`config.mk`:
```
export PLATFORM = sky130hd
export DESIGN_NAME = if_id_stage_flat
export DESIGN_NICKNAME = d
export VERILOG_FILES = /design/src/rtl/if_id_stage_if.sv /design/src/rtl/if_id_stage.sv /design/src/flat_wrapper.sv
export SDC_FILE = /design/constraint.sdc
export NUM_CORES = 1
export LEC_CHECK = 0
export BUFFER_PORTS_ARGS = -buffer_cell sky130_fd_sc_hd__clkbuf_2
export CAP_MARGIN = 30
export CORE_AREA = 3 3 69 58
export CTS_BUF_LIST = sky130_fd_sc_hd__clkbuf_4 sky130_fd_sc_hd__clkbuf_8 sky130_fd_sc_hd__clkbuf_16
export DETAILED_ROUTE_END_ITERATION = 8
export DIE_AREA = 0 0 72 61
export GPL_ROUTABILITY_DRIVEN = 0
export PLACE_DENSITY = 0.84
export SLEW_MARGIN = 20
export SYNTH_ARGS = -nofsm -noshare
export SYNTH_HDL_FRONTEND = slang
export SYNTH_SLANG_ARGS = --single-unit
```
`constraint.sdc`:
```
create_clock -name clk -period 3.46 [get_ports clk]
set_input_delay 0.865 -clock clk [delete_from_list [all_inputs] [get_ports clk]]
set_output_delay 0.865 -clock clk [all_outputs]
set_load 0.005 [all_outputs]
```
`src/rtl/if_id_stage_if.sv`:
```
`default_nettype none
// ============================================================================
//  Module   : if_id_stage_if
//  Brief    : Fetch/hazard-side signals for the IF/ID pipeline register.
//  Revision : 1.0
// ============================================================================
interface if_id_stage_if;
    logic [15:0] instr_in;
    logic [15:0] pc_plus2_in;
    logic        stall;
    logic        flush;
    logic [15:0] instr_out;
    logic [15:0] pc_plus2_out;
    logic        valid_out;
    logic        pc_hold;
    logic        dump_req;
    logic        halted;

    modport master (
        output instr_in, pc_plus2_in, stall, flush,
        input  instr_out, pc_plus2_out, valid_out, pc_hold, dump_req, halted
    );

    modport slave (
        input  instr_in, pc_plus2_in, stall, flush,
        output instr_out, pc_plus2_out, valid_out, pc_hold, dump_req, halted
    );
endinterface
`default_nettype wire

```
`src/rtl/if_id_stage.sv`:
```
`default_nettype none
// ============================================================================
//  Module   : if_id_stage
//  Brief    : IF/ID pipeline register with stall/flush and HALT drain sequencer.
//  Revision : 1.0
// ============================================================================
module if_id_stage #(
    parameter int          DRAIN_CYCLES = 4,
    parameter logic [15:0] NOP_INSTR    = 16'h0800
) (
    input  wire            clk,
    input  wire            rst,
    if_id_stage_if.slave   bus
);

    typedef enum logic [1:0] {
        RUN    = 2'd0,
        DRAIN  = 2'd1,
        HALTED = 2'd2
    } state_t;

    localparam logic [3:0] c_drain_init = 4'(DRAIN_CYCLES - 1);

    state_t      r_state;
    logic [3:0]  r_count;
    logic [15:0] r_instr;
    logic [15:0] r_pc_plus2;
    logic        r_valid;
    logic        r_dump;
    logic        w_is_halt;

    assign w_is_halt = (bus.instr_in[15:11] == 5'b00000);

    always_ff @(posedge clk) begin
        if (rst) begin
            r_state    <= RUN;
            r_count    <= 4'd0;
            r_instr    <= NOP_INSTR;
            r_pc_plus2 <= 16'h0000;
            r_valid    <= 1'b0;
            r_dump     <= 1'b0;
        end else begin
            r_dump <= 1'b0;
            case (r_state)
                RUN: begin
                    if (bus.flush) begin
                        r_instr <= NOP_INSTR;
                        r_valid <= 1'b0;
                    end else if (!bus.stall) begin
                        r_instr    <= bus.instr_in;
                        r_pc_plus2 <= bus.pc_plus2_in;
                        r_valid    <= 1'b1;
                        if (w_is_halt) begin
                            r_state <= DRAIN;
                            r_count <= c_drain_init;
                        end
                    end
                end
                DRAIN: begin
                    // A flush here means the captured HALT was on the wrong path.
                    if (bus.flush) begin
                        r_instr <= NOP_INSTR;
                        r_valid <= 1'b0;
                        r_state <= RUN;
                    end else if (!bus.stall) begin
                        r_instr <= NOP_INSTR;
                        r_valid <= 1'b0;
                        if (r_count != 4'd0) begin
                            r_count <= r_count - 4'd1;
                        end else begin
                            r_state <= HALTED;
                            r_dump  <= 1'b1;
                        end
                    end
                end
                HALTED: begin
                    r_instr <= NOP_INSTR;
                    r_valid <= 1'b0;
                end
                default: begin
                    r_state <= RUN;
                end
            endcase
        end
    end

    assign bus.instr_out    = r_instr;
    assign bus.pc_plus2_out = r_pc_plus2;
    assign bus.valid_out    = r_valid;
    assign bus.dump_req     = r_dump;
    assign bus.pc_hold      = (r_state != RUN);
    assign bus.halted       = (r_state == HALTED);

endmodule
`default_nettype wire
```
`src/flat_wrapper.sv`:
```
// flat-port wrapper written by rule: the top's interface ports become plain ports
module if_id_stage_flat 
#(
    parameter int          DRAIN_CYCLES = 4,
    parameter logic [15:0] NOP_INSTR    = 16'h0800
)
  (clk, rst, bus_instr_in, bus_pc_plus2_in, bus_stall, bus_flush, bus_instr_out, bus_pc_plus2_out, bus_valid_out, bus_pc_hold, bus_dump_req, bus_halted);
  if_id_stage_if bus_i ();
  input  wire clk;
  input  wire rst;
  input wire logic [$bits(bus_i.instr_in)-1:0] bus_instr_in;
  input wire logic [$bits(bus_i.pc_plus2_in)-1:0] bus_pc_plus2_in;
  input wire logic [$bits(bus_i.stall)-1:0] bus_stall;
  input wire logic [$bits(bus_i.flush)-1:0] bus_flush;
  output wire logic [$bits(bus_i.instr_out)-1:0] bus_instr_out;
  output wire logic [$bits(bus_i.pc_plus2_out)-1:0] bus_pc_plus2_out;
  output wire logic [$bits(bus_i.valid_out)-1:0] bus_valid_out;
  output wire logic [$bits(bus_i.pc_hold)-1:0] bus_pc_hold;
  output wire logic [$bits(bus_i.dump_req)-1:0] bus_dump_req;
  output wire logic [$bits(bus_i.halted)-1:0] bus_halted;
  assign bus_i.instr_in = bus_instr_in;
  assign bus_i.pc_plus2_in = bus_pc_plus2_in;
  assign bus_i.stall = bus_stall;
  assign bus_i.flush = bus_flush;
  assign bus_instr_out = bus_i.instr_out;
  assign bus_pc_plus2_out = bus_i.pc_plus2_out;
  assign bus_valid_out = bus_i.valid_out;
  assign bus_pc_hold = bus_i.pc_hold;
  assign bus_dump_req = bus_i.dump_req;
  assign bus_halted = bus_i.halted;
  if_id_stage #(.DRAIN_CYCLES(DRAIN_CYCLES), .NOP_INSTR(NOP_INSTR)) u_core (.clk(clk), .rst(rst), .bus(bus_i));
endmodule
```
==> flow_summary.yaml, run 1 <==
run_status:
  status: "completed"
place:
  port_buffers: 71
  place_ws_ps: 844.1
  dp_cells: 291
  place_area_sq_um: 2023
  dp_hpwl_mm: 2.796
clock_network:
  clock_sinks: 40
  cts-root-buf: "clkbuf_8"
  clk_latency_ps: 290
  h-tree-depth: 2
  cts_tree: "built"
  cts_hold_buffers: 0
  clk_pin_slew_ps: 80
  cts_buffers: 5
  post_cts_resized: 0
  post-cts-setup-buffers: 0
  cts_buffer_depth: 2
timing:
  rsz0062_at_grt: "no"
  worst_slew_pin_slew_ps: 968.0
  finalCritPeriodShare_pct: 66.63
  fin_setup_tns_ps: 0
  skew_ps: 8.732
  slew-limit-headroom_pct: 35.47
  max_freq_mhz: 433.8
  hold_violations: 0
  setup_slack_ps: 1155
  slew_viol_final: 0
  period_minus_slack_ps: 2305
  setup_viol: 0
routing:
  wl_per_cell_microns: 12.72
  drc: 0
  vias_per_cell: 5.280
  final_antenna_net_count: 0
  drtIter0Drc: 74
  num_vias: 1584
  dr.pass1.iters: 4
  routed_wl_mm: 3.816
power_and_ir_drop:
  power_frac_seq_pct: 38.6
  power.leakage_nw: 0.9687
  p_sw_share_pct: 32.85
  combPwrFrac_pct: 33.7
  power_density_nw_per_um2: 667.1
  power_mw: 1.436
  p_clk_share_pct: 27.6
  power_switching_uw: 471.7
  peakVddDrop_mv: 0.4133
  p_int_uw: 964.0
critical_path:
  cp.required_ps: 3670
  worstPathArrival_ps: 2510
  start_kind: "input port"
  criticalPathCategory: "in -> reg"
  critPathCaptureType: "flip-flop"
  path_max_fanout: 7
cells_and_area:
  nNetsFinal: 298
  drive_gt1_share_pct: 34.50
  final_common_cell: "clkbuf_2"
  fin_area_sq_um: 2152
  area_growth_pct: 30.70
  n_antenna_cell: 0
  final_cells: 300
  layout_common_cells: "clkbuf_2 (71), dfxtp_1 (40), nand2_1 (35), nor2_1 (18), a21oi_1 (18)"
synth:
  ys_seq_elements: 40
  synthCells: 189
  ys_warn_count: 0
  synth_cell_types: 32
  syn-mean-instance-area_sq_um: 8.712
  ys_seq_area_share_pct: 48.63
  syn_nets: 230
  syn-cell-area_sq_um: 1647
grt:
  grt_max_degree: 41
  overflow: 0
  grt_pass1_vias: 1455
  grt_pass1_wl_mm: 6.244
  grt_use_total_pct: 18.48
  antenna_found_initial: 0
floorplan:
  fp.dieW_microns: 72
  floorplan.rows: 19
  core_area_sq_um: 3400
  die-height_microns: 61
  initial_core_util_pct: 48.44
  dieArea_sq_um: 4392
  ioPinCount: 72
run:
  drv_cap: 0
hold_path:
  hold_path_class: "reg -> reg"
sequential cells by signal (all words and copies together) (netlist names):
name / count
u_core.bus.valid_out: 1
u_core.bus.pc_plus2_out: 16
u_core.bus.instr_out: 16
u_core.r_state: 2
u_core.r_count: 4
u_core.bus.dump_req: 1
kinds of logic after synthesis:
group	synth area share (%)
AO/OA/AOI/OAI	23.02
buffers and inverters	5.015
AND/OR/NAND/NOR	19.53
flip-flops	48.63
adder cells (fa/ha/maj)	3.799
through the flow:
step / util [%] / hold slack (ps)
2_1_floorplan: - / 452.7
3_3_place_gp: 59.51 / 441.6
3_5_place_dp: 59.51 / 447.4
4_1_cts: 63.08 / 458.3
5_1_grt: 63.31 / 479.4
6_report: 63.31 / 454.1
Yosys cell counts:
cell type   n  share of area, %
and2_1      2              0.76
inv_1       9               2.1
a31oi_1     4               1.5
or3b_2      1              0.53
a22oi_1    15               6.8
clkbuf_1   10               2.3
a221oi_2    1              0.91
or3_1       2              0.76
nand3_1     1              0.30
o41a_4      1               1.3
nor2b_1     1              0.38
nand4b_1    1              0.53
nor3_1      5               1.5
a211oi_1    3               1.4
ha_1        5               3.8
a31o_2      2               1.1
nand2_1    35               8.0
o41ai_2     1              0.99
nand2b_1    1              0.38
or4b_1      1              0.61
o21ai_0     4               1.2
o211ai_1    1              0.46
a21oi_1    18               5.5
dfxtp_1    40                49
and4_1      1              0.53
nor3b_1     1              0.46
a2111oi_2   1              0.91
a21o_1      1              0.46
or4_4       1              0.68
buf_6       1              0.68
nor2_1     18               4.1
a22o_1      1              0.53
critical path, stage by stage:
cell      delay, ps
clkbuf_2        160
or4_4           570
o41a_4          390
or3_1           330
a221oi_2        200
layout make-up:
| class | count | area, sq um |
|---|---|---|
| Fill cell | 308 | 1247 |
| Inverter | 9 | 33.78 |
| Sequential cell | 40 | 800.8 |
| Clock inverter | 2 | 38.79 |
| Multi-Input combinational cell | 129 | 780.7 |
| Timing Repair Buffer | 72 | 362.8 |
| Tap cell | 42 | 52.55 |
| Clock buffer | 6 | 82.58 |
power by group through the flow:
| stage | clock (mW) | sequential (mW) | combinational, mW |
|---|---|---|---|
| after detailed placement | 0 | 0.565 | 0.483 |
| after floorplan | 0 | 0.564 | 0.328 |
| after CTS | 0.406 | 0.554 | 0.485 |
| final | 0.397 | 0.554 | 0.484 |
| after global routing | 0.425 | 0.562 | 0.554 |
| after global placement | 0 | 0.562 | 0.477 |
layer usage:
| layer | vias to the layer above | routed length, microns | track usage, % |
|---|---|---|---|
| li1 | 798 | - | - |
| met1 | 732 | 1656 | 22.16 |
| met4 | 0 | 71 | 8.311 |
| met3 | 8 | 225 | 4.967 |
| met2 | 46 | 1863 | 31.54 |
| met5 | - | 0 | 0 |
worst paths after layout:
kind / cells past startpoint / slack (ps) / from / end
max: 5 / 1150 / bus_flush / u_core.r_state[1]
min: 2 / 450 / u_core.bus.pc_plus2_out[0] / u_core.bus.pc_plus2_out[0]
max reg2reg: 5 / 1360 / u_core.r_state[1] / u_core.bus.instr_out[11]
min reg2reg: 2 / 450 / u_core.bus.pc_plus2_out[0] / u_core.bus.pc_plus2_out[0]
Power figures use the tool's default switching activity.
==> run 2: changes to the inputs <==
--- a/config.mk
+++ b/config.mk
@@ -5,14 +5,15 @@
 export SDC_FILE = /design/constraint.sdc
 export NUM_CORES = 1
 export LEC_CHECK = 0
+export ABC_AREA = 1
 export BUFFER_PORTS_ARGS = -buffer_cell sky130_fd_sc_hd__clkbuf_2
 export CAP_MARGIN = 30
-export CORE_AREA = 3 3 69 58
+export CORE_AREA = 3 3 76 63
 export CTS_BUF_LIST = sky130_fd_sc_hd__clkbuf_4 sky130_fd_sc_hd__clkbuf_8 sky130_fd_sc_hd__clkbuf_16
 export DETAILED_ROUTE_END_ITERATION = 8
-export DIE_AREA = 0 0 72 61
+export DIE_AREA = 0 0 79 66
 export GPL_ROUTABILITY_DRIVEN = 0
-export PLACE_DENSITY = 0.84
+export PLACE_DENSITY = 0.77
 export SLEW_MARGIN = 20
 export SYNTH_ARGS = -nofsm -noshare
 export SYNTH_HDL_FRONTEND = slang
==> constraint.sdc (replaced) <==
create_clock -name clk -period 1.9 [get_ports clk]
set_input_delay 0.475 -clock clk [delete_from_list [all_inputs] [get_ports clk]]
set_output_delay 0.475 -clock clk [all_outputs]
set_load 0.005 [all_outputs]
==> run 2 against run 1 <==
Hold slack worse by 43 ps; critical path type is now reg -> out; cell area is 2.3% higher; critical path depth shrank 1; sequential power grew 95%; global-route usage decreased by 2.9 points; wire length about the same; clock power up 35%; core utilization decreased by 10 points; power grew 65%; highest routed layer unchanged.
==> flow_summary.yaml, run 2 <==
run_status:
  status: "completed"
power_and_ir_drop:
  power.leakage_nw: 1.024
  p_clk_share_pct: 22.6
  power_mw: 2.367
  peakVddDrop_mv: 0.4265
  p_int_mw: 1.567
  power_density_nw_per_um2: 1075
  p_sw_share_pct: 33.79
  power_frac_seq_pct: 45.8
  combPwrFrac_pct: 31.7
  power_switching_uw: 799.6
floorplan:
  core_area_sq_um: 4151
  dieArea_sq_um: 5214
  ioPinCount: 72
  floorplan.rows: 21
  initial_core_util_pct: 41.89
  fp.dieW_microns: 79
  die-height_microns: 66
cells_and_area:
  fillCellCount: 437
  area_growth_pct: 26.55
  fin_area_sq_um: 2201
  nNetsFinal: 336
  n_antenna_cell: 0
  final_common_cell: "clkbuf_2"
  layout_common_cells: "clkbuf_2 (71), nor2_1 (48), nand2_1 (41), dfxtp_1 (40), o21ai_0 (15)"
  seq_area_sq_um: 800.8
  drive_gt1_share_pct: 36.95
  multiInputGateArea_sq_um: 817.0
clock_network:
  post_cts_resized: 0
  cts_hold_buffers: 0
  h-tree-depth: 2
  cts_buffer_depth: 2
  cts-root-buf: "clkbuf_8"
  clk_pin_slew_ps: 70
  cts_buffers: 5
  clk_latency_ps: 280
  post-cts-setup-buffers: 0
  clock_sinks: 40
  cts_tree: "built"
timing:
  period_minus_slack_ps: 1747
  setup_viol: 0
  finalCritPeriodShare_pct: 91.94
  slew_viol_final: 0
  hold_violations: 0
  skew_ps: 4.946
  rsz0062_at_grt: "no"
  worst_slew_pin_slew_ps: 551.0
  max_freq_mhz: 572.5
  slew-limit-headroom_pct: 63.23
  fin_setup_tns_ps: 0
routing:
  num_vias: 1584
  drc: 0
  vias_per_cell: 4.500
  dr.pass1.iters: 4
  drtIter0Drc: 96
  wl_per_cell_microns: 10.84
  routed_wl_mm: 3.817
  final_antenna_net_count: 0
grt:
  grt_use_total_pct: 15.57
  overflow: 0
  grt_pass1_wl_mm: 6.410
  grt_max_degree: 21
  antenna_found_initial: 0
  grt_pass1_vias: 1474
synth:
  syn-mean-instance-area_sq_um: 7.764
  synthFlopType: "dfxtp_1"
  syn-cell-area_sq_um: 1739
  synth_common_cells: "nor2_1 (48), nand2_1 (41), dfxtp_1 (40)"
  ys_warn_count: 0
  synth_edf_count: 0
  synth_area_leaders: "dfxtp_1 (46%), nor2_1 (10%), nand2_1 (8.8%)"
  synth_top_area_share_pct: 46.04
  ys_seq_area_share_pct: 46.04
  synthCells: 224
  ys_seq_elements: 40
  async_reset_ff_share_pct: 0
  syn_nets: 265
  synth_top_cell_by_area: "dfxtp_1"
  synth_cell_types: 23
  synth_most_common_cell: "nor2_1"
place:
  place_area_sq_um: 2120
  dp_hpwl_mm: 2.841
  port_buffers: 71
hold_path:
  hold_path_class: "in -> reg"
critical_path:
  path_max_fanout: 5
  cp.required_ps: 1420
  worstPathArrival_ps: 1270
  critPathCaptureType: "output port"
  start_kind: "flip-flop"
  criticalPathCategory: "reg -> out"
run:
  drv_cap: 0
[run 2: cell types whose count changed after synthesis, moves of 6 or more]
| cell | change |
|---|---|
| a21oi_1 | -7 |
| nor2_1 | +30 |
| o21ai_0 | +11 |
| nand2_1 | +6 |
| a21oi_2 | +10 |
| nand3_1 | +7 |
| nand2_2 | +12 |
| a22oi_1 | -15 |
[run 2: worst max-delay path: stages, from the launching register on]
cell and delay (ps):
dfxtp_1 400, inv_1 80, ha_1 290, inv_1 100, clkbuf_2 120
[run 2: path summary, 6_finish.rpt]
path,from,end,slack (ps),cells past startpoint
hold reg to reg,u_core.bus.instr_out[5],u_core.bus.instr_out[5],470,2
setup / recovery,u_core.r_state[1],bus_pc_hold,150,4
hold / removal,bus_instr_in[1],u_core.bus.instr_out[1],410,3
setup reg to reg,u_core.r_state[1],u_core.r_count[2],420,9
[run 2: kinds of logic (layout without fill, tap and decap cells)]
logic type,count (synthesis),in the layout,synth area share [%]
compound gates,40,40,14.39
flops,40,40,46.04
fa+ha+maj,5,5,3.597
simple gates,114,114,28.49
buf+inv,24,95,6.979
xor+xnor,1,1,0.5037
[run 2: per-stage QoR]
stage | hold WS (ps) | worst slack [ps] | std cells | util [%]
global placement | 452.7 | 443.2 | 345 | 51.05
CTS | 401.9 | 147.1 | 352 | 53.01
detailed placement | 459.2 | 412.0 | 345 | 51.05
floorplan | 453.1 | 567.0 | 224 | -
global route | 399.2 | 61.23 | 352 | 53.01
finish | 411.6 | 153.2 | 352 | 53.01
[run 2: cell type report]
class,count,area share (%)
clock buffers,6,3.468
inverters,16,3.070
clock inverters,1,0.2274
multi-input cells,160,37.12
repair buffers,72,16.49
well taps,57,3.240
flip-flops and latches,40,36.38
[run 2: routing by layer]
metal | vias to the layer above | part of all wire, % | track usage [%]
met4 | 0 | 1.4 | 7.082
li1 | 846 | - | -
met3 | 7 | 8.8 | 6.267
met1 | 685 | 46 | 18.94
met2 | 46 | 43 | 24.16
met5 | - | 0 | 0
[run 2: power groups by stage]
| stage | clock [mW] | combinational, mW | sequential [mW] |
|---|---|---|---|
| 3_3_place_gp | 0 | 0.745 | 1.09 |
| 4_1_cts | 0.555 | 0.759 | 1.08 |
| 5_1_grt | 0.586 | 0.866 | 1.10 |
| 6_report | 0.534 | 0.750 | 1.08 |
| 2_1_floorplan | 0 | 0.504 | 1.10 |
| 3_5_place_dp | 0 | 0.758 | 1.10 |
==> run 3: changes to the inputs <==
--- a/config.mk
+++ b/config.mk
@@ -8,12 +8,12 @@
 export ABC_AREA = 1
 export BUFFER_PORTS_ARGS = -buffer_cell sky130_fd_sc_hd__clkbuf_2
 export CAP_MARGIN = 30
-export CORE_AREA = 3 3 76 63
+export CORE_AREA = 3 3 73 61
 export CTS_BUF_LIST = sky130_fd_sc_hd__clkbuf_4 sky130_fd_sc_hd__clkbuf_8 sky130_fd_sc_hd__clkbuf_16
 export DETAILED_ROUTE_END_ITERATION = 8
-export DIE_AREA = 0 0 79 66
+export DIE_AREA = 0 0 76 64
 export GPL_ROUTABILITY_DRIVEN = 0
-export PLACE_DENSITY = 0.77
+export PLACE_DENSITY = 0.79
 export SLEW_MARGIN = 20
 export SYNTH_ARGS = -nofsm -noshare
 export SYNTH_HDL_FRONTEND = slang
==> constraint.sdc (replaced) <==
create_clock -name clk -period 1.64 [get_ports clk]
set_input_delay 0.41 -clock clk [delete_from_list [all_inputs] [get_ports clk]]
set_output_delay 0.41 -clock clk [all_outputs]
set_load 0.005 [all_outputs]
==> run 3 against run 2 <==
Worst setup slack got worse by 62 ps; sequential power increased by 17%; sequential share of layout area decreased by 0.28 points; core utilization increased by 5.9 points; clock power increased by 25%; register-to-register slack got worse by 310 ps; critical path type unchanged.
==> flow_summary.yaml, run 3 (synthesis results as in run 2) <==
run_status:
  status: "completed"
clock_network:
  clk_pin_slew_ps: 80
  cts_hold_buffers: 0
  clk_latency_ps: 290
  h-tree-depth: 2
  cts_buffer_depth: 2
  cts_tree: "built"
  cts-root-buf: "clkbuf_8"
  clock_sinks: 40
  cts_buffers: 5
cells_and_area:
  drive_gt1_share_pct: 38.18
  final_core_util_pct: 58.87
  n_antenna_cell: 0
  nNetsFinal: 336
  layout_common_cells: "clkbuf_2 (71), nor2_1 (48), nand2_1 (41), dfxtp_1 (38), o21ai_0 (15)"
  final_common_cell: "clkbuf_2"
  area_growth_pct: 27.91
timing:
  hold_violations: 0
  slew-limit-headroom_pct: 63.49
  period_minus_slack_ps: 1549
  worst_slew_pin_slew_ps: 547.1
  rsz0062_at_grt: "no"
  skew_ps: 7.367
  fin_setup_tns_ps: 0
  slew_viol_final: 0
  max_freq_mhz: 645.6
  finalCritPeriodShare_pct: 94.44
  setup_viol: 0
grt:
  grt_pass1_vias: 1551
  grt_use_total_pct: 16.50
  met2_usage_pct: 29.42
  grt-busiest-layer: "met2"
  grt_pass1_wl_mm: 6.596
  overflow: 0
  grt_util_met3_pct: 4.507
  met1_usage_pct: 19.30
  grt_max_degree: 21
  antenna_found_initial: 0
power_and_ir_drop:
  peakVddDrop_mv: 0.5837
  power.leakage_nw: 1.033
  power_density_nw_per_um2: 1267
routing:
  final_antenna_net_count: 0
  drc: 0
  routed_wl_mm: 3.810
  wl_per_cell_microns: 10.85
  dr.pass1.iters: 4
  drtIter0Drc: 88
  num_vias: 1582
  vias_per_cell: 4.507
place:
  dp_hpwl_mm: 2.817
  port_buffers: 71
floorplan:
  initial_core_util_pct: 46.03
  floorplan.rows: 20
  die-height_microns: 64
  ioPinCount: 72
  core_area_sq_um: 3779
  dieArea_sq_um: 4864
  fp.dieW_microns: 76
critical_path:
  worstPathArrival_ps: 1140
  cp.required_ps: 1230
  path_max_fanout: 5
  start_kind: "flip-flop"
  critPathCaptureType: "output port"
  criticalPathCategory: "reg -> out"
hold_path:
  hold_path_class: "in -> reg"
run:
  drv_cap: 0
-- run 3: repair_timing --
action                                  CTS  global route
gates resized for setup                   2             2
endpoints found under the setup margin    1             1
pin swaps                                 0             0
setup buffers                             0             0
endpoints found under the hold margin     0             0
-- run 3: worst paths after layout --
| path | from | endpoint | slack [ps] | cells past startpoint |
|---|---|---|---|---|
| setup / recovery | u_core.r_state[0] | bus_pc_hold | 90 | 4 |
| hold / removal | bus_instr_in[9] | u_core.bus.instr_out[9] | 340 | 3 |
| setup reg to reg | u_core.r_state[1] | u_core.r_count[2] | 110 | 9 |
| hold reg to reg | u_core.bus.valid_out | u_core.bus.valid_out | 470 | 2 |
-- run 3: report_power, final --
| part | switching [mW] | internal (mW) |
|---|---|---|
| logic | 0.515 | 0.378 |
| clock network | 0.333 | 0.336 |
| registers | 0.105 | 1.15 |
-- run 3: critical path, stage by stage, from the launching register on --
cell and delay, ps:
dfxtp_2 340, inv_1 130, ha_4 200, inv_1 70, clkbuf_2 110
-- run 3: final cells by class --
type                            count  area (sq um)
Inverter                           16         67.56
Sequential cell                    40         803.3
Clock buffer                        6         82.58
Timing Repair Buffer               72         362.8
Multi-Input combinational cell    160         829.5
Tap cell                           55         68.82
Clock inverter                      2         10.01
Fill cell                         372          1554
-- run 3: per-layer routing --
layer,vias up,share of wire [%]
li1,847,-
met1,689,46
met2,41,48
met3,5,5.4
met4,0,0.92
met5,-,0
-- run 3: through the flow --
step                      instance area (sq um)  setup slack, ps  power [mW]  hold WS, ps  instances
after global routing                       2225            4.646       3.022        337.3        351
after detailed placement                   2117            187.6       2.146        461.1        343
final                                      2225            91.17       2.819        338.6        351
after floorplan                            1739            307.0       1.862        453.1        224
after global placement                     2117            240.9       2.134        457.5        343
after CTS                                  2213            7.472       2.828        330.7        351
